===== src/rtl/prog_loader_pkg.sv =====
// Shared definitions for the program loader: FSM encoding, stream field
// widths, default load address and the word-count range check.
package prog_loader_pkg;

  typedef enum logic [2:0] {
    ST_HDR  = 3'd0,
    ST_DATA = 3'd1,
    ST_CSUM = 3'd2,
    ST_RUN  = 3'd3,
    ST_ERR  = 3'd4
  } state_e;

  localparam int unsigned BYTE_W     = 8;
  localparam int unsigned COUNT_W    = 8;
  localparam int unsigned WORD_W     = 32;
  localparam int unsigned ADDR_BUS_W = 32;

  localparam logic [ADDR_BUS_W-1:0] DEFAULT_BASE_ADDR = 32'h0000_0000;

  // True when a word count cannot fit in a memory of 2**addr_w words.
  function automatic logic count_exceeds(input logic [COUNT_W-1:0] n,
                                         input int unsigned addr_w);
    logic [COUNT_W:0] limit;
    limit = {{COUNT_W{1'b0}}, 1'b1} << addr_w;
    return ({1'b0, n} > limit);
  endfunction

endpackage


===== src/rtl/prog_loader_word_packer.sv =====
// Little-endian byte-to-word assembler. Byte 0 lands in bits [7:0]; the
// completed word is presented with a one-cycle word_valid_o the cycle after
// its fourth byte is accepted. clear_i drops any partially assembled word.
module word_packer
  import prog_loader_pkg::*;
(
  input  logic              clk,
  input  logic              reset,
  input  logic [BYTE_W-1:0] byte_i,
  input  logic              valid_i,
  input  logic              clear_i,
  output logic [WORD_W-1:0] word_o,
  output logic              word_valid_o
);

  logic [1:0]        idx_q, idx_d;
  logic [WORD_W-1:0] word_q, word_d;
  logic              word_valid_q, word_valid_d;

  // Next-state: place incoming byte at its lane and flag word completion.
  always_comb begin
    idx_d        = idx_q;
    word_d       = word_q;
    word_valid_d = 1'b0;
    if (clear_i) begin
      idx_d = 2'd0;
    end else if (valid_i) begin
      word_d[{idx_q, 3'b000} +: BYTE_W] = byte_i;
      idx_d        = idx_q + 2'd1;
      word_valid_d = (idx_q == 2'd3);
    end else begin
      idx_d = idx_q;
    end
  end

  // State registers with synchronous reset.
  always_ff @(posedge clk) begin
    if (reset) begin
      idx_q        <= 2'd0;
      word_q       <= '0;
      word_valid_q <= 1'b0;
    end else begin
      idx_q        <= idx_d;
      word_q       <= word_d;
      word_valid_q <= word_valid_d;
    end
  end

  assign word_o       = word_q;
  assign word_valid_o = word_valid_q;

endmodule


===== src/rtl/prog_loader.sv =====
// Boot loader: parses a count/data/checksum byte stream, writes the words
// into instruction memory and releases cpu_reset only on a verified load.
module prog_loader
  import prog_loader_pkg::*;
#(
  parameter int unsigned              ADDR_W    = 8,
  parameter logic [ADDR_BUS_W-1:0]    BASE_ADDR = DEFAULT_BASE_ADDR
) (
  input  logic                  clk,
  input  logic                  reset,
  input  logic                  in_valid,
  output logic                  in_ready,
  input  logic [BYTE_W-1:0]     in_data,
  input  logic                  reload,
  output logic                  wr_en,
  output logic [ADDR_BUS_W-1:0] wr_addr,
  output logic [WORD_W-1:0]     wr_data,
  output logic                  cpu_reset,
  output logic                  done,
  output logic                  error
);

  state_e                state_q, state_d;
  logic [COUNT_W-1:0]    count_q, count_d;
  logic [COUNT_W-1:0]    word_cnt_q, word_cnt_d;
  logic [1:0]            byte_cnt_q, byte_cnt_d;
  logic [BYTE_W-1:0]     csum_q, csum_d;
  logic [ADDR_BUS_W-1:0] wr_addr_q, wr_addr_d;
  logic                  cpu_reset_q, cpu_reset_d;
  logic                  done_q, done_d;
  logic                  error_q, error_d;
  logic                  xfer_s;

  assign in_ready = (state_q == ST_HDR) || (state_q == ST_DATA) || (state_q == ST_CSUM);
  assign xfer_s   = in_valid && in_ready;

  word_packer u_packer (
    .clk          (clk),
    .reset        (reset),
    .byte_i       (in_data),
    .valid_i      (xfer_s && (state_q == ST_DATA)),
    .clear_i      (state_q == ST_HDR),
    .word_o       (wr_data),
    .word_valid_o (wr_en)
  );

  // Next-state: stream parsing, counters, checksum and status outputs.
  always_comb begin
    state_d    = state_q;
    count_d    = count_q;
    word_cnt_d = word_cnt_q;
    byte_cnt_d = byte_cnt_q;
    csum_d     = csum_q;
    wr_addr_d  = wr_addr_q;
    case (state_q)
      ST_HDR: begin
        word_cnt_d = '0;
        byte_cnt_d = 2'd0;
        csum_d     = '0;
        if (xfer_s) begin
          count_d = in_data;
          if (count_exceeds(in_data, ADDR_W)) begin
            state_d = ST_ERR;
          end else if (in_data == 8'h00) begin
            state_d = ST_CSUM;
          end else begin
            state_d = ST_DATA;
          end
        end else begin
          state_d = ST_HDR;
        end
      end
      ST_DATA: begin
        if (xfer_s) begin
          csum_d     = csum_q ^ in_data;
          byte_cnt_d = byte_cnt_q + 2'd1;
          if (byte_cnt_q == 2'd3) begin
            // Address is latched alongside the packer's completion pulse.
            wr_addr_d  = BASE_ADDR + {{(ADDR_BUS_W-COUNT_W-2){1'b0}}, word_cnt_q, 2'b00};
            word_cnt_d = word_cnt_q + 8'd1;
            if (word_cnt_q == (count_q - 8'd1)) begin
              state_d = ST_CSUM;
            end else begin
              state_d = ST_DATA;
            end
          end else begin
            state_d = ST_DATA;
          end
        end else begin
          state_d = ST_DATA;
        end
      end
      ST_CSUM: begin
        if (xfer_s) begin
          state_d = (in_data == csum_q) ? ST_RUN : ST_ERR;
        end else begin
          state_d = ST_CSUM;
        end
      end
      ST_RUN, ST_ERR: begin
        if (reload) begin
          state_d = ST_HDR;
        end else begin
          state_d = state_q;
        end
      end
      default: begin
        state_d = ST_HDR;
      end
    endcase
    cpu_reset_d = (state_d != ST_RUN);
    done_d      = (state_d == ST_RUN);
    error_d     = (state_d == ST_ERR);
  end

  // State and output registers; reset overrides reload and byte transfers.
  always_ff @(posedge clk) begin
    if (reset) begin
      state_q     <= ST_HDR;
      count_q     <= '0;
      word_cnt_q  <= '0;
      byte_cnt_q  <= 2'd0;
      csum_q      <= '0;
      wr_addr_q   <= BASE_ADDR;
      cpu_reset_q <= 1'b1;
      done_q      <= 1'b0;
      error_q     <= 1'b0;
    end else begin
      state_q     <= state_d;
      count_q     <= count_d;
      word_cnt_q  <= word_cnt_d;
      byte_cnt_q  <= byte_cnt_d;
      csum_q      <= csum_d;
      wr_addr_q   <= wr_addr_d;
      cpu_reset_q <= cpu_reset_d;
      done_q      <= done_d;
      error_q     <= error_d;
    end
  end

  assign wr_addr   = wr_addr_q;
  assign cpu_reset = cpu_reset_q;
  assign done      = done_q;
  assign error     = error_q;

endmodule

===== config.mk =====
export PLATFORM = sky130hd
export DESIGN_NAME = prog_loader
export DESIGN_NICKNAME = d
export VERILOG_FILES = /design/src/rtl/prog_loader_pkg.sv /design/src/rtl/prog_loader_word_packer.sv /design/src/rtl/prog_loader.sv
export SDC_FILE = /design/constraint.sdc
export NUM_CORES = 1
export LEC_CHECK = 0
export ABC_AREA = 1
export CORE_MARGIN = 3
export CORE_UTILIZATION = 48
export DETAILED_ROUTE_END_ITERATION = 16
export DONT_BUFFER_PORTS = 1
export PLACE_DENSITY_LB_ADDON = 0.12
export SYNTH_ARGS = -nofsm -noshare
export SYNTH_HDL_FRONTEND = slang
export SYNTH_SLANG_ARGS = --single-unit

===== constraint.sdc =====
create_clock -name clk -period 1.7 [get_ports clk]
set_input_delay 0.085 -clock clk [delete_from_list [all_inputs] [get_ports clk]]
set_output_delay 0.085 -clock clk [all_outputs]
set_load 0.005 [all_outputs]

==> Yosys cells after proc, flatten, opt, wreduce, memory -nomap -nowiden <==
Cells that the tools add are included.
{ "op_classes": {"bitwise": 3, "add_sub_neg": 5, "magnitude_cmp": 1, "shifts": 2, "eq_ne": 13, "muxes": 18, "n_reduce_logical": 15} }
{ "ops": {"columns": ["cell", "n"], "rows": [
  ["bitwise mux 32 bit", 1],
  ["one-hot mux 8 bit (2 select lines)", 2],
  ["variable shift 8 x 7 -> 32 bit (first input constant)", 1],
  ["indexed part select 8 x 7 -> 32 bit", 1],
  ["2-to-1 mux 8 bit", 3],
  ["2-to-1 mux 3 bit", 7],
  ["== test 8 bit", 2],
  ["one-hot mux 3 bit (4 select lines)", 1],
  ["== test 3 x 2 -> 1 bit (second input constant)", 3],
  ["> comparator 8 x 9 -> 1 bit (second input constant)", 1],
  ["adder 8 x 1 -> 8 bit (second input constant)", 1],
  ["logical NOT 8 bit", 1],
  ["subtractor 8 x 1 -> 8 bit (second input constant)", 1],
  ["bitwise XOR 8 bit", 1],
  ["negation 5 -> 7 bit", 1],
  ["== test 3 bit (second input constant)", 2],
  ["2-to-1 mux 2 bit", 3],
  ["AND reduction 2 bit", 3],
  ["AND reduction 3 bit", 2],
  ["adder 2 x 1 -> 2 bit (second input constant)", 2],
  ["== test 2 bit (second input constant)", 2],
  ["one-hot mux 2 bit (2 select lines)", 1],
  ["OR reduction 2 bit", 2],
  ["== test 3 x 1 -> 1 bit (second input constant)", 1],
  ["other kinds (9)", 12]
]} }
{ "totals": {"out_inout_bits": 69, "in_bits": 12, "regBits": 75, "word_cells": 69} }

==> Depth between registers and ports, before layout <==
{ "depth": {"word_depth": 7, "depth_mapped": 14, "mapped_depth_nobuf": 14} }

==> Cells and area by module <==
From an unflattened synthesis, not the netlist that was laid out.
{ "hier_totals": {"cells_unflattened": 512, "hier_area_um2": 3791.1} }
{ "by_module_without_submodules": {"columns": ["mod", "area_per_inst_um2", "seq_area_each_um2", "instances", "cells_per_inst"], "rows": [
  ["prog_loader", 2237.1, 800.8, 1, 316],
  ["word_packer", 1554.0, 700.7, 1, 196]
]} }

==> Least setup slack after synthesis <==
No wires, ideal clock.
{ "synth_path": {"kind": "flip-flop to flip-flop", "start": "register u_packer.idx_q[0]", "end": "register u_packer.word_q[14], in the netlist u_packer.word_o[14]", "path_buffers": 1, "setup_ps": 70, "arrival_time_ps": 1688, "stages_incl_launch_ff": 8, "t_required_ps": 1630, "path_slack_ps": -58, "period_less_slack_ps": 1758, "path_cell_list": "dfxtp_1 > inv_1 > clkbuf_1 > ha_1 > clkinv_1 > nor2_2 > nand3_1 > a21oi_1"} }
{ "synth_via": {"elab_chain_len": 3, "elab_cells_between_ends": 4, "classes_between": "add/sub (1); shift (2); mux (1)"} }
{ "synth_lines": {"columns": ["element", "line", "rtl"], "rows": [
  ["start, declared", "prog_loader_word_packer.sv:16", "logic [1:0] idx_q, idx_d;"],
  ["start signal, assigned", "prog_loader_word_packer.sv:43", "idx_q <= idx_d;"],
  ["negation 5 -> 7 bit *", "prog_loader_word_packer.sv:28", "word_d[{idx_q, 3'b000} +: BYTE_W] = byte_i;"],
  ["indexed part select 8 x 7 -> 32 bit or variable shift 8 x 7 -> 32 bit (tied branches)", "prog_loader_word_packer.sv:28", null],
  ["bitwise mux 32 bit *", "prog_loader_word_packer.sv:28", null],
  ["end signal, assigned", "prog_loader_word_packer.sv:44", "word_q <= word_d;"],
  ["end, declared", "prog_loader_word_packer.sv:17", "logic [WORD_W-1:0] word_q, word_d;"]
]} }
Every way passes the cells marked *; elsewhere a longest branch is shown, timed or not.
A chain may end at the register's enable or synchronous reset.

==> Final worst setup path <==
{ "layout_path": {"start": "register state_q[0]", "end": "register u_packer.word_q[13], in the netlist u_packer.word_o[13]"} }
{ "layout_via": {"elab_chain_len": 6, "elab_cells_between_ends": 9, "classes_between": "eq/ne (2); bitwise (1); reduce/logical (6)"} }
{ "layout_lines": {"columns": ["element", "line", "rtl"], "rows": [
  ["start, declared", "prog_loader.sv:23", "state_e state_q, state_d;"],
  ["start signal, assigned", "prog_loader.sv:129", "state_q <= state_d;"],
  ["== test 3 x 1 -> 1 bit or logical NOT 3 bit (tied branches)", "prog_loader.sv:34, prog_loader.sv:41, prog_loader.sv:42", null],
  ["logical OR 1 bit (2 in a row)", "prog_loader.sv:34", "assign in_ready = (state_q == ST_HDR) || (state_q == ST_DATA) || (state_q == ST_CSUM);"],
  ["logical AND 1 bit", "prog_loader.sv:35", "assign xfer_s = in_valid && in_ready;"],
  ["logical AND 1 bit", "prog_loader.sv:41", ".valid_i (xfer_s && (state_q == ST_DATA)),"],
  ["AND reduction 2 bit (no source line) *", null, null]
]} }
Marked as above.

==> reports/qor.txt <==
==================================================================================
Fraction of final layout cells sized beyond drive strength 1                 9.76%
Number of instances in the placed design                                       612
CP Data Arrival Time                                                       1850 ps
Clock transition at the registers of the reported paths                      80 ps
Mux cell area share after synthesis                                             0%
Area of the mapped netlist                                                3690 um2
Post-synthesis average cell area                                          7.13 um2
Hold Path Class                                                             in2reg
Buffer levels on the longest clock path                                          2
Post-synthesis adder-cell area fraction                                      3.05%
Antenna violations before repair                                                 0
Clock skew after layout                                                    10.2 ps
Post-synthesis sequential area ratio                                         40.7%
Violation count after the first detailed-routing iteration                     146
Cell with the largest stage delay on the worst path                        dfxtp_1
Max-slew violation count                                                         0
Total via count after detailed routing                                        3287
Slew margin rel.                                                             63.1%
Area post-placement                                                       3740 um2
Post-Place Worst Slack                                                      105 ps
Overall die height                                                         93.7 um
Clk Latency, worst-skew pair                                                360 ps
Most common flop cell mapped by yosys                                      dfxtp_1
Placeable core region                                                     7370 um2
Area fraction in compound gates after synthesis                              12.6%
Global-route wire length before repair                                     14.7 mm
Top achievable clock speed                                                 640 MHz
PD cells                                                                913 nW/um2
Highest net fanout along the worst path                                          9
Boundary pin count                                                              81
Clk sink count                                                                  75
Max-capacitance violation count                                                  0
Area Growth Syn to Fin                                                       12.3%
Remaining number of nets flagged by the antenna check after routing              0
Biggest cell delay along the critical path                                  430 ps
Final estimated routing congestion in global placement                       0.799
CTS H-tree depth                                                                 3
Number of warnings printed during yosys synthesis                                0
Smallest hold slack                                                        11.4 ps
Congestion Overflow GR                                                           0
Wire per inst                                                              14.4 um
Post-layout min period                                                     1560 ps
Unique masters post-synth                                                       29
Count of unresolved DRC violations after routing                                 0
Run status                                                               completed
Final Instance Count excl. Fillers                                             642
Drt via density                                                               5.12
Simple-gate share of the synthesized area                                    29.1%
Dominant combinational cell family by area after synthesis            simple AND/OR/NAND/NOR gates
Initial core utilization                                                     50.1%
Standby leakage power                                                      1.68 nW
Count of final hold-check violations                                             0
Port-buffer cells                                                                0
Post-Syn Instances                                                             518
Required time of the critical path                                         1990 ps
Worst-Margin Slew                                                           553 ps
Global-route usage over all layers                                           21.5%
Async set-or-reset flop fraction in the synthesized netlist                     0%
Diodes inserted                                                                  0
Site Rows                                                                       31
Cell with the most instances after synthesis                               nand2_1
Num CTS Buffers                                                                  9
Die footprint                                                             8780 um2
Share of the cycle needed by the critical path after routing                 92.0%
CTS root buf                                                              clkbuf_8
Fraction of post-synthesis cell area in the top cell type by area            40.7%
Post-Synth XOR/XNOR Area                                                     1.90%
Category of the critical setup timing path                                 reg2reg
Length of the first detailed-routing pass in iterations                          4
DIE WIDTH                                                                  93.7 um
Maximum ir drop on the vdd rail                                           0.650 mV
Number of register bits inferred by synthesis                                   75
Net count, final                                                               559
Final setup violation count                                                      0
Worst path setup slack after routing                                        136 ps
Final Cell Area                                                           4150 um2
Nature of the critical path startpoint                                        flop
TritonCTS clock tree                                                           yes
Critical Path, Cell by Cell                                           nand3b_4, nor2_8, inv_2, buf_4, nor2_4, nand3_1, a21oi_1
Overall routed net length                                                  9.27 mm
Endpoint class of the critical path                                           flop
Largest net degree at the start of global routing                               46
EDFF count, synth                                                                0
Post-detail-place hpwl                                                     6.54 mm
Cell types with the highest counts after synthesis                    nand2_1 (128), dfxtp_1 (75), a21oi_1 (68)
Cell types with the largest area share after synthesis                dfxtp_1 (41%), nand2_1 (13%), a21oi_1 (9.2%)
Vias in the first global route                                                2937
Top cell type by total area after synthesis                                dfxtp_1
==================================================================================
==> sequential cells by signal (all words and copies together), names as in the netlist <==
name,cells
u_packer.word_o,32
count_q,8
csum_q,8
word_cnt_q,8
wr_addr,8
state_q,3
byte_cnt_q,2
u_packer.idx_q,2
cpu_reset,1
done,1
error,1
u_packer.word_valid_o,1
==> final timing paths <==
path              startpoint             endpoint  slack (ps)  depth (start not counted)
setup / recovery  state_q[0]  u_packer.word_o[13]         140                          7
hold / removal    in_data[6]  u_packer.word_o[22]          10                          3
setup reg to reg  state_q[0]  u_packer.word_o[13]         140                          7
hold reg to reg    csum_q[6]            csum_q[6]         480                          2
==> critical path: cells and delay by family, from the launching register on <==
family                 cells  cell delay [ps]
AND/OR/NAND/NOR            4              650
flip-flops                 1              430
AO/OA/AOI/OAI              1              140
buffers and inverters      2              270
==> area by class of cell <==
type | count | area (um2)
timing repair buffer | 27 | 255
clock inverter | 5 | 85.1
sequential | 75 | 1500
fill | 723 | 3220
tap | 99 | 124
clock buffer | 11 | 141
multi-input combinational | 372 | 1840
inverter | 53 | 200
==> stage by stage <==
stage	setup TNS [ps]	utilization (%)	total power [mW]
2_1_floorplan	0	-	2.17
5_1_grt	-2.54	56.3	3.94
3_3_place_gp	0	50.8	2.18
3_5_place_dp	0	50.8	2.19
4_1_cts	0	55.5	3.79
6_report	0	56.3	3.79
==> layer usage <==
metal,GRT usage [%],vias up,share of wire [%]
li1,-,1670,-
met1,30.4,1483,48
met2,30.9,122,42
met3,5.45,12,8.4
met4,8.78,0,1.7
met5,0,-,0
==> report_power, final <==
part           total, mW  internal, mW  switching, mW
clock               1.57         0.875          0.691
combinational      0.399         0.146          0.253
sequential          1.82          1.79         0.0301
==> cells in the final DEF, fill, tap and decap left out, types with 2 or more instances in the layout <==
cell | netlist | layout
a21oi_1 | 68 | 68
buf_12 | 0 | 2
buf_4 | 27 | 14
bufinv_16 | 0 | 2
clkbuf_8 | 0 | 10
conb_1 | 1 | 24
dfxtp_1 | 75 | 73
dfxtp_2 | 0 | 2
dlygate4sd3_1 | 0 | 11
ha_1 | 9 | 7
inv_1 | 50 | 48
inv_2 | 2 | 4
nand2_1 | 128 | 128
nand3_1 | 27 | 27
nand4_1 | 18 | 18
nor2_1 | 41 | 40
nor2_2 | 2 | 2
nor2_4 | 1 | 2
nor3_1 | 5 | 5
nor4_1 | 2 | 2
o21ai_0 | 21 | 21
or2_2 | 5 | 5
or3_1 | 8 | 8
xnor2_1 | 6 | 6
xor2_1 | 2 | 2
==> cell families (layout without fill, tap and decap cells) <==
group	after synthesis	in the layout
and+or+nand+nor	240	240
buffers and inverters	94	96
AOI/OAI and AO/OA	91	91
DFF	75	75
adders and majority gates	9	9
xor gates and xnor gates	8	8
other	1	24
==> repair_timing <==
item,CTS,global route
endpoints found under the setup margin,0,3
gates resized for setup,0,7
hold buffers,11,1
endpoints found under the hold margin,51,1
buffers inserted,0,2
No activity file was read; power rests on OpenSTA's default activity.
